$ cat config.mk
export PLATFORM = sky130hd
export DESIGN_NAME = reorder_buffer_flat
export DESIGN_NICKNAME = d
export VERILOG_FILES = /design/src/rtl/sys_defs.sv /design/src/rtl/reorder_buffer_if.sv /design/src/rtl/reorder_buffer.sv /design/src/flat_wrapper.sv
export SDC_FILE = /design/constraint.sdc
export NUM_CORES = 1
export LEC_CHECK = 0
export CELL_PAD_IN_SITES_DETAIL_PLACEMENT = 0
export CELL_PAD_IN_SITES_GLOBAL_PLACEMENT = 1
export CORE_MARGIN = 10
export CORE_UTILIZATION = 43
export DETAILED_ROUTE_END_ITERATION = 10
export PLACE_DENSITY = 0.89
export SYNTH_ARGS = -nofsm -noshare
export SYNTH_HDL_FRONTEND = slang
export SYNTH_SLANG_ARGS = --single-unit
$ cat constraint.sdc
create_clock -name clock -period 2.6 [get_ports clock]
set_input_delay 0.65 -clock clock [delete_from_list [all_inputs] [get_ports clock]]
set_output_delay 0.65 -clock clock [all_outputs]
set_load 0.02 [all_outputs]
$ cat src/rtl/sys_defs.sv
// Shared types and constants for the reorder buffer and its neighbours.
package sys_defs;

  localparam int unsigned ROB_DEPTH_DEFAULT = 8;
  localparam logic [4:0]  ZERO_REG          = 5'd0;

  typedef enum logic [1:0] {
    BYTE   = 2'd0,
    HALF   = 2'd1,
    WORD   = 2'd2,
    DOUBLE = 2'd3
  } MEM_SIZE;

  typedef struct packed {
    logic        valid;
    logic        done;
    logic [31:0] value;
    logic [31:0] dest_addr;
    logic [4:0]  dest_reg;
    logic        wr_mem;
    MEM_SIZE     mem_size;
  } ROB_ENTRY;

endpackage

$ cat src/rtl/reorder_buffer_if.sv
// Dispatch, CDB and commit-side signals of the reorder buffer.
interface reorder_buffer_if
  import sys_defs::*;
#(
  parameter int unsigned ROB_DEPTH = ROB_DEPTH_DEFAULT,
  parameter int unsigned TAG_W     = $clog2(ROB_DEPTH)
);

  logic             disp_valid;
  logic [4:0]       disp_dest_reg;
  logic             disp_wr_mem;
  MEM_SIZE          disp_mem_size;
  logic             disp_ready;
  logic [TAG_W-1:0] disp_tag;

  logic             cdb_valid;
  logic [TAG_W-1:0] cdb_tag;
  logic [31:0]      cdb_value;
  logic [31:0]      cdb_addr;

  logic             mem_busy;
  ROB_ENTRY         head_entry;
  logic             head_ready;
  logic [TAG_W:0]   rob_count;

  modport master (
    output disp_valid, disp_dest_reg, disp_wr_mem, disp_mem_size,
    output cdb_valid, cdb_tag, cdb_value, cdb_addr, mem_busy,
    input  disp_ready, disp_tag, head_entry, head_ready, rob_count
  );

  modport slave (
    input  disp_valid, disp_dest_reg, disp_wr_mem, disp_mem_size,
    input  cdb_valid, cdb_tag, cdb_value, cdb_addr, mem_busy,
    output disp_ready, disp_tag, head_entry, head_ready, rob_count
  );

endinterface

$ cat src/rtl/reorder_buffer.sv
// Circular in-order reorder buffer; head retires in the cycle head_ready is high.
// Define ROB_FLUSH_EN to add the flush input that empties the buffer.
module reorder_buffer
  import sys_defs::*;
#(
  parameter int unsigned ROB_DEPTH = ROB_DEPTH_DEFAULT,
  parameter int unsigned TAG_W     = $clog2(ROB_DEPTH)
) (
  input logic             clock,
  input logic             reset,
`ifdef ROB_FLUSH_EN
  input logic             flush,
`endif
  reorder_buffer_if.slave rob
);

  localparam int unsigned PTR_W = TAG_W + 1;

  ROB_ENTRY         r_entries     [ROB_DEPTH];
  ROB_ENTRY         w_entries_nxt [ROB_DEPTH];
  logic [TAG_W:0]   r_head;
  logic [TAG_W:0]   r_tail;
  logic [TAG_W:0]   w_head_nxt;
  logic [TAG_W:0]   w_tail_nxt;
  logic [TAG_W-1:0] w_head_idx;
  logic [TAG_W-1:0] w_tail_idx;
  ROB_ENTRY         w_head_entry;
  logic             w_full;
  logic             w_head_ready;
  logic             w_dispatch;

  assign w_head_idx   = r_head[TAG_W-1:0];
  assign w_tail_idx   = r_tail[TAG_W-1:0];
  assign w_head_entry = r_entries[w_head_idx];
  assign w_full       = (w_head_idx == w_tail_idx) && (r_head[TAG_W] != r_tail[TAG_W]);
  // A stalled store at the head is released as soon as mem_busy drops.
  assign w_head_ready = w_head_entry.valid && w_head_entry.done &&
                        !(w_head_entry.wr_mem && rob.mem_busy);
  assign w_dispatch   = rob.disp_valid && !w_full;

  assign rob.disp_ready = !w_full;
  assign rob.disp_tag   = w_tail_idx;
  assign rob.head_entry = w_head_entry;
  assign rob.head_ready = w_head_ready;
  assign rob.rob_count  = r_tail - r_head;

  // Next-state of entries and pointers: completion, then retire, then dispatch.
  always_comb begin
    w_entries_nxt = r_entries;
    w_head_nxt    = r_head;
    w_tail_nxt    = r_tail;

    if (rob.cdb_valid && r_entries[rob.cdb_tag].valid) begin
      w_entries_nxt[rob.cdb_tag].done  = 1'b1;
      w_entries_nxt[rob.cdb_tag].value = rob.cdb_value;
      if (r_entries[rob.cdb_tag].wr_mem) begin
        w_entries_nxt[rob.cdb_tag].dest_addr = rob.cdb_addr;
      end
    end

    if (w_head_ready) begin
      w_entries_nxt[w_head_idx].valid = 1'b0;
      w_head_nxt                      = r_head + PTR_W'(1);
    end

    if (w_dispatch) begin
      w_entries_nxt[w_tail_idx].valid     = 1'b1;
      w_entries_nxt[w_tail_idx].done      = 1'b0;
      w_entries_nxt[w_tail_idx].value     = 32'd0;
      w_entries_nxt[w_tail_idx].dest_addr = 32'd0;
      w_entries_nxt[w_tail_idx].dest_reg  = rob.disp_dest_reg;
      w_entries_nxt[w_tail_idx].wr_mem    = rob.disp_wr_mem;
      w_entries_nxt[w_tail_idx].mem_size  = rob.disp_mem_size;
      w_tail_nxt                          = r_tail + PTR_W'(1);
    end

`ifdef ROB_FLUSH_EN
    if (flush) begin
      for (int unsigned i = 0; i < ROB_DEPTH; i++) begin
        w_entries_nxt[i].valid = 1'b0;
        w_entries_nxt[i].done  = 1'b0;
      end
      w_head_nxt = '0;
      w_tail_nxt = '0;
    end
`endif
  end

  always_ff @(posedge clock or negedge reset) begin
    if (!reset) begin
      r_entries <= '{default: '0};
      r_head    <= '0;
      r_tail    <= '0;
    end else begin
      r_entries <= w_entries_nxt;
      r_head    <= w_head_nxt;
      r_tail    <= w_tail_nxt;
    end
  end

endmodule
$ cat src/flat_wrapper.sv
// flat-port wrapper written by rule: the top's interface ports become plain ports
module reorder_buffer_flat import sys_defs::*;
#(
  parameter int unsigned ROB_DEPTH = ROB_DEPTH_DEFAULT,
  parameter int unsigned TAG_W     = $clog2(ROB_DEPTH)
)
  (clock, reset, rob_disp_valid, rob_disp_dest_reg, rob_disp_wr_mem, rob_disp_mem_size, rob_cdb_valid, rob_cdb_tag, rob_cdb_value, rob_cdb_addr, rob_mem_busy, rob_disp_ready, rob_disp_tag, rob_head_entry, rob_head_ready, rob_rob_count);
  reorder_buffer_if #(.ROB_DEPTH(ROB_DEPTH), .TAG_W(TAG_W)) rob_i ();
  input logic clock;
  input logic reset;
  input wire logic [$bits(rob_i.disp_valid)-1:0] rob_disp_valid;
  input wire logic [$bits(rob_i.disp_dest_reg)-1:0] rob_disp_dest_reg;
  input wire logic [$bits(rob_i.disp_wr_mem)-1:0] rob_disp_wr_mem;
  input wire logic [$bits(rob_i.disp_mem_size)-1:0] rob_disp_mem_size;
  input wire logic [$bits(rob_i.cdb_valid)-1:0] rob_cdb_valid;
  input wire logic [$bits(rob_i.cdb_tag)-1:0] rob_cdb_tag;
  input wire logic [$bits(rob_i.cdb_value)-1:0] rob_cdb_value;
  input wire logic [$bits(rob_i.cdb_addr)-1:0] rob_cdb_addr;
  input wire logic [$bits(rob_i.mem_busy)-1:0] rob_mem_busy;
  output wire logic [$bits(rob_i.disp_ready)-1:0] rob_disp_ready;
  output wire logic [$bits(rob_i.disp_tag)-1:0] rob_disp_tag;
  output wire logic [$bits(rob_i.head_entry)-1:0] rob_head_entry;
  output wire logic [$bits(rob_i.head_ready)-1:0] rob_head_ready;
  output wire logic [$bits(rob_i.rob_count)-1:0] rob_rob_count;
  assign rob_i.disp_valid = rob_disp_valid;
  assign rob_i.disp_dest_reg = rob_disp_dest_reg;
  assign rob_i.disp_wr_mem = rob_disp_wr_mem;
  assign rob_i.disp_mem_size = rob_disp_mem_size;
  assign rob_i.cdb_valid = rob_cdb_valid;
  assign rob_i.cdb_tag = rob_cdb_tag;
  assign rob_i.cdb_value = rob_cdb_value;
  assign rob_i.cdb_addr = rob_cdb_addr;
  assign rob_i.mem_busy = rob_mem_busy;
  assign rob_disp_ready = rob_i.disp_ready;
  assign rob_disp_tag = rob_i.disp_tag;
  assign rob_head_entry = rob_i.head_entry;
  assign rob_head_ready = rob_i.head_ready;
  assign rob_rob_count = rob_i.rob_count;
  reorder_buffer #(.ROB_DEPTH(ROB_DEPTH), .TAG_W(TAG_W)) u_core (.clock(clock), .reset(reset), .rob(rob_i));
endmodule
==> impl_metrics.py, run 1 <==
metrics = {
    "status": {
        "status": "finished, violations left",
        "violations": "setup timing",
    },
    "clock_network": {
        "clock_latency_ns": 0.64,
        "htree_levels": 3,
        "cts_root_buffer": "clkbuf_16",
        "clk_pin_slew_ns": 0.06,
        "clock-sinks": 600,
        "cts_tree": "yes",
        "clock_path_buffers": 3,
        "cts_inserted_buffers": 67,
    },
    "synth": {
        "avgSynthCellArea_um2": 9.68,
        "yosys.cell_types.count": 50,
        "async_flop_share_pct": 100,
        "synth-seq-cells": 600,
        "yosys_warnings": 0,
        "synth_ff_type": "dfrtp_1",
        "synth_edf_count": 0,
        "syn_nets": 3155,
        "netlist_instances": 3069,
        "syn_area_um2": 29700,
        "yosysSeqAreaShare_pct": 50.5,
    },
    "pwr": {
        "p_sw_share_pct": 38.0,
        "seq_power_share_pct": 33.1,
        "p_switching_mw": 18.0,
        "max-vdd-ir-drop_mv": 0.713,
        "power_leakage_nw": 16.6,
        "p_total_mw": 47.5,
        "power.density_nw_per_um2": 1280,
        "comb_power_share_pct": 46.4,
        "power_frac_clock_pct": 20.5,
        "p_int_mw": 29.5,
    },
    "timing": {
        "hold_slack_ns": 0.0176,
        "drv_slew": 0,
        "post-route-period-util_pct": 120,
        "min_period_ns": 3.13,
        "setup_tns_ns": -34.57,
        "fmax_ghz": 0.319,
        "tightest_slew_ns": 0.807,
        "layout_setup_ws_ns": -0.530,
        "setup_viol": 80,
        "maxSlewHeadroom_pct": 46.1,
        "rsz0062_at_grt": "yes",
        "fin_skew_ns": 0.0143,
        "finalHoldViolCount": 0,
    },
    "detailed_routing": {
        "vias": 25929,
        "wire_per_inst_um": 24.3,
        "routed_wl_um": 102000,
        "drc": 0,
        "avgViaCountPerCell": 6.16,
        "ant_nets": 0,
        "drtIter0Drc": 3239,
        "dr.pass1.iters": 6,
    },
    "global_route": {
        "grt_pass1_vias": 26225,
        "grt_overflow_total": 0,
        "antenna_found_initial": 5,
        "grt_usage_pct": 24.4,
        "grt_pass1_wl_um": 156000,
        "grt_start_max_net_pins": 65,
    },
    "setup_path": {
        "path_cells": "buf_12 > buf_12 > buf_16 > buf_6 > mux4_2 > nand2_2 > nand2_2 > buf_6",
        "crit_arrival_ns": 2.48,
        "slowest_stage": "dfrtp_4",
        "critPathLaunchType": "register",
        "path_max_fanout": 8,
        "r2r_slack_ns": 0.02,
        "max_stage_delay_ns": 0.53,
        "required_ns": 1.95,
        "cp-end-kind": "output port",
        "path_class": "reg2out",
    },
    "die": {
        "rows": 96,
        "die_width_um": 283,
        "start_util_pct": 43.3,
        "die_y_um": 283,
        "io_pins": 163,
        "dieArea_um2": 80000,
        "core-area_um2": 68600,
    },
    "worst_hold_path": {
        "hp-class": "in2async",
    },
    "placement": {
        "gp_congestion": 0.849,
        "hpwl_um": 60800,
        "dp_slack_ns": -0.220,
        "place_inst": 4022,
        "port_buffers": 162,
        "placed_area_um2": 34000,
    },
    "cells_and_area": {
        "drive_gt1_share_pct": 23.6,
        "final_cells": 4207,
        "final_core_util_pct": 54.3,
        "postLayoutCellArea_um2": 37300,
        "nNetsFinal": 3308,
        "synthToLayoutAreaGrowth_pct": 25.4,
    },
    "job": {
        "cap_violations": 0,
    },
}
power by group through the flow:
stage	combinational, mW	sequential [mW]	clock [mW]
5_1_grt	23.5	16.1	10.2
4_1_cts	19.9	15.6	9.81
2_1_floorplan	12.3	14.8	0
3_3_place_gp	19.4	15.5	0
3_5_place_dp	19.8	15.7	0
6_report	22.1	15.7	9.73
layout by cell type, fill, tap and decap left out, types with 4 or more instances in the layout:
master / Yosys / final
clkinv_2: 0 / 7
mux4_2: 146 / 146
and2_1: 7 / 6
buf_8: 0 / 5
bufinv_16: 0 / 4
buf_2: 84 / 27
o21ai_0: 269 / 237
nand2_2: 0 / 80
nor2b_1: 5 / 5
mux2i_1: 68 / 67
inv_1: 15 / 13
buf_4: 28 / 152
nand2_1: 676 / 591
nand4_1: 66 / 66
clkbuf_16: 0 / 74
xnor2_1: 8 / 7
a21oi_1: 390 / 389
nand2_4: 0 / 5
clkdlybuf4s50_1: 0 / 81
o21ai_1: 22 / 53
clkbuf_8: 0 / 15
buf_6: 1 / 61
mux2_2: 32 / 32
a41oi_1: 5 / 5
nor2_4: 0 / 4
nor2_1: 86 / 82
nand2b_1: 5 / 4
buf_16: 0 / 6
nand3_1: 261 / 260
buf_12: 0 / 100
dfrtp_1: 600 / 597
clkbuf_1: 177 / 19
logic make-up (layout without fill, tap and decap cells):
kind of cell	Yosys count	after routing	synth area share, %
simple gates	1126	1126	16.2
compound gates	709	709	12.6
flops	600	600	50.5
buf+inv	373	577	5.58
mux	247	247	14.6
xor+xnor	8	8	0.236
fa+ha+maj	6	6	0.278
other cells	0	3	0
area by class of cell:
cell class | count | area (µm²)
fill | 5772 | 31300
sequential | 600 | 15000
multi-input combinational | 2096 | 13500
timing repair buffer | 442 | 5260
clock buffer | 101 | 1950
tap | 931 | 1160
clock inverter | 19 | 274
inverter | 15 | 61.3
antenna | 3 | 7.51
worst paths after layout:
kind / from / to / cells past startpoint
max in group asynchronous: reset / u_core.r_entries[510] / 2
min in group clock: u_core.r_entries[81] / u_core.r_entries[81] / 2
setup / recovery: u_core.r_head[0] / rob_head_entry[47] / 8
setup reg to reg: u_core.r_head[0] / u_core.r_entries[63] / 9
hold / removal: reset / u_core.r_entries[16] / 1
hold reg to reg: u_core.r_entries[81] / u_core.r_entries[81] / 2
synth_stat cells (2+ instances only):
| cell type | count | share of area, % |
|---|---|---|
| nand2_1 | 676 | 8.5 |
| dfrtp_1 | 600 | 51 |
| a21oi_1 | 390 | 6.6 |
| o21ai_0 | 269 | 4.5 |
| nand3_1 | 261 | 4.4 |
| clkbuf_1 | 177 | 2.2 |
| mux4_2 | 146 | 11 |
| nor2_1 | 86 | 1.1 |
| buf_2 | 84 | 1.4 |
| mux2i_1 | 68 | 2.3 |
| nand4_1 | 66 | 1.4 |
| buf_1 | 36 | 0.45 |
| clkbuf_2 | 32 | 0.54 |
| mux2_2 | 32 | 1.2 |
| buf_4 | 28 | 0.71 |
| o21ai_1 | 22 | 0.37 |
| inv_1 | 15 | 0.19 |
| xnor2_1 | 8 | 0.24 |
| and2_1 | 7 | 0.15 |
| a41oi_1 | 5 | 0.15 |
| and3_1 | 5 | 0.11 |
| ha_1 | 5 | 0.21 |
| nand2b_1 | 5 | 0.11 |
| nor2b_1 | 5 | 0.11 |
| nor3_1 | 4 | 0.067 |
| nor3_2 | 3 | 0.10 |
| o2111ai_2 | 3 | 0.15 |
| a21o_1 | 2 | 0.051 |
| a22oi_1 | 2 | 0.051 |
| nand3b_1 | 2 | 0.051 |
| nor4_1 | 2 | 0.042 |
| o2111a_1 | 2 | 0.076 |
| o211ai_1 | 2 | 0.051 |
| o21a_1 | 2 | 0.051 |
| or3_1 | 2 | 0.042 |
routing by layer:
layer / vias up / global-route usage, % / routed length, µm
met4: 4 / 9.11 / 3400
met1: 13130 / 30.4 / 38600
met5: - / 0 / 22
met2: 1516 / 41.4 / 51100
li1: 11003 / - / -
met3: 276 / 4.75 / 8930
worst max-delay path, delay by kind of cell (launching register included):
kind                   cells  cell delay [ns]
buffers and inverters      5             0.68
flip-flops                 1             0.53
AND/OR/NAND/NOR            2             0.13
multiplexers               1             0.49
registers in the layout (all words and copies together) (netlist names):
name,cells
u_core.r_entries,592
u_core.r_head,4
u_core.r_tail,4
repair_timing:
action	in CTS	in global routing
setup endpoints to repair	144	80
setup buffers	14	44
endpoints found under the hold margin	0	0
pin swaps	6	35
resized for setup	322	277
gates cloned	2	7
hold buffers	0	0
Power figures use the tool's default switching activity.
==> run 2: changes to the inputs <==
--- a/config.mk
+++ b/config.mk
@@ -8,9 +8,10 @@
 export CELL_PAD_IN_SITES_DETAIL_PLACEMENT = 0
 export CELL_PAD_IN_SITES_GLOBAL_PLACEMENT = 1
 export CORE_MARGIN = 10
-export CORE_UTILIZATION = 43
+export CORE_UTILIZATION = 51
+export CTS_CLUSTER_DIAMETER = 40
 export DETAILED_ROUTE_END_ITERATION = 10
-export PLACE_DENSITY = 0.89
+export PLACE_DENSITY = 0.95
 export SYNTH_ARGS = -nofsm -noshare
 export SYNTH_HDL_FRONTEND = slang
 export SYNTH_SLANG_ARGS = --single-unit
==> constraint.sdc (replaced) <==
create_clock -name clock -period 3.7 [get_ports clock]
set_input_delay 0.925 -clock clock [delete_from_list [all_inputs] [get_ports clock]]
set_output_delay 0.925 -clock clock [all_outputs]
set_load 0.02 [all_outputs]
==> run 2 against run 1 <==
Effect of this change: the flow now finishes without violations; setup slack improved by 0.56 ns; non-clock buffer count decreased by 169; flip-flop and latch count did not move; power shrank 31%; sequential power fell by 29%; critical path depth fell by 3; critical path type unchanged; critical endpoint is now rob_head_entry[13]; largest power group unchanged; highest routed layer unchanged.
==> impl_metrics.py, run 2 (synthesis gave the netlist of run 1 again) <==
metrics = {
    "global_route": {
        "grt_pass1_wl_um": 149000,
        "grt_usage_pct": 27.7,
        "antenna_found_initial": 6,
        "busiest_layer": "met2",
        "grt_start_max_net_pins": 101,
        "use_met3_pct": 7.09,
        "grt_overflow_total": 0,
        "grt.met2_usage_pct": 45.7,
        "grtUsageMet1_pct": 33.7,
        "grt_pass1_vias": 26428,
    },
    "setup_path": {
        "required_ns": 2.77,
        "max_stage_delay_ns": 0.62,
        "path_class": "reg2out",
        "rr_startpoint": "u_core.r_head[0]",
        "startpoint": "u_core.r_head[1]",
        "crit_arrival_ns": 2.74,
        "path_cells": "buf_16 > mux4_2 > nand2_1 > nand2_1 > clkdlybuf4s50_1",
        "cp_common_cell": "nand2_1",
        "slowest_stage": "clkdlybuf4s50_1",
        "path_delay_family": "buffers and inverters",
        "path_max_fanout": 23,
        "critPathLaunchType": "register",
        "cp-end-kind": "output port",
        "cp_num_buf_inv": 2,
    },
    "clock_network": {
        "clock-sinks": 600,
        "cts_tree": "yes",
        "cts_inserted_buffers": 89,
        "clock_path_buffers": 3,
        "hold_buffers": 0,
        "clock_latency_ns": 0.64,
        "cts_root_buffer": "clkbuf_16",
        "htree_levels": 3,
        "clk_pin_slew_ns": 0.06,
    },
    "detailed_routing": {
        "wire_per_inst_um": 24.6,
        "ant_nets": 0,
        "vias": 25526,
        "routed_wl_um": 96400,
        "drc": 0,
        "avgViaCountPerCell": 6.52,
        "dr.pass1.iters": 9,
        "drtIter0Drc": 3163,
    },
    "cells_and_area": {
        "fillers": 4523,
        "largest_register": "u_core.r_entries",
        "final_cell_mix": "676 x nand2_1, 597 x dfrtp_1, 390 x a21oi_1",
        "final_cells": 3916,
        "synthToLayoutAreaGrowth_pct": 19.0,
        "nNetsFinal": 3161,
        "top_regs": "u_core.r_entries (592), u_core.r_head (4), u_core.r_tail (4)",
        "largest_reg_flops": 592,
        "drive_gt1_share_pct": 15.2,
        "register_area_um2": 15000,
        "multi_input_area_um2": 13200,
        "final_common_cell": "nand2_1",
    },
    "timing": {
        "min_period_ns": 3.67,
        "tightest_slew_ns": 0.910,
        "fin_skew_ns": 0.0328,
        "post-route-period-util_pct": 99.1,
        "rsz0062_at_grt": "no",
        "finalHoldViolCount": 0,
        "setup_tns_ns": 0,
        "maxSlewHeadroom_pct": 39.3,
        "setup_viol": 0,
        "layout_setup_ws_ns": 0.0317,
        "drv_slew": 0,
        "fmax_ghz": 0.273,
    },
    "placement": {
        "port_buffers": 162,
        "gp_congestion": 0.829,
        "hpwl_um": 54900,
        "place_inst": 3741,
        "dp_slack_ns": 0.301,
    },
    "die": {
        "die_width_um": 261,
        "start_util_pct": 51.5,
        "dieArea_um2": 68300,
        "core-area_um2": 57700,
        "rows": 88,
        "io_pins": 163,
        "die_y_um": 261,
    },
    "status": {
        "status": "finished, final reports clean",
    },
    "pwr": {
        "power.density_nw_per_um2": 929,
        "max-vdd-ir-drop_mv": 0.554,
        "power_leakage_nw": 16.2,
        "p_total_mw": 32.9,
    },
    "job": {
        "cap_violations": 0,
    },
    "worst_hold_path": {
        "hp-class": "in2async",
    },
}
-- run 2: timing repair --
item / in CTS / in global routing
buffers inserted: 6 / 0
resized for setup: 38 / 38
gates cloned: 2 / 0
setup endpoints to repair: 78 / 36
-- run 2: worst paths after layout --
path                            cells past startpoint  slack [ns]                     to
worst min-delay path                                1        0.30  u_core.r_entries[521]
max in group asynchronous                           2        2.32  u_core.r_entries[173]
worst max register to register                      9        0.98  u_core.r_entries[332]
min in group clock                                  2        0.48  u_core.r_entries[523]
worst min register to register                      2        0.48  u_core.r_entries[523]
worst max-delay path                                5        0.03     rob_head_entry[13]
-- run 2: cell type report --
| cell class | count | area share [%] |
|---|---|---|
| sequential | 600 | 42.5 |
| multi-input combinational | 2096 | 37.3 |
| timing repair buffer | 273 | 8.52 |
| clock buffer | 116 | 7.23 |
| tap | 765 | 2.71 |
| clock inverter | 47 | 1.58 |
| inverter | 15 | 0.159 |
| antenna | 4 | 0.0283 |
-- run 2: through the flow --
step / hold WS (ns) / util [%] / instance area [µm²]
after floorplan: 0.440 / - / 29700
after global placement: 0.452 / 55.5 / 32000
after detailed placement: 0.465 / 55.5 / 32000
after CTS: 0.330 / 61.1 / 35300
after global routing: 0.345 / 61.3 / 35400
final: 0.298 / 61.3 / 35400
-- run 2: worst register-to-register path, cell delays in order, from the launching register on --
cell	delay (ns)
dfrtp_4	0.53
buf_8	0.20
ha_1	0.31
nand3_1	0.11
o211ai_1	0.21
buf_4	0.21
nand2b_4	0.32
buf_12	0.37
nand2_1	0.18
o21ai_0	0.20
-- run 2: layer usage --
| metal | vias to the layer above | wire (µm) |
|---|---|---|
| met5 | - | 31 |
| met4 | 4 | 3840 |
| met3 | 304 | 10000 |
| met2 | 1675 | 47300 |
| met1 | 12810 | 35200 |
| li1 | 10733 | - |
-- run 2: power by group --
part	internal, mW	switching [mW]
clock	5.53	3.23
sequential	9.42	1.63
combinational	5.63	7.40
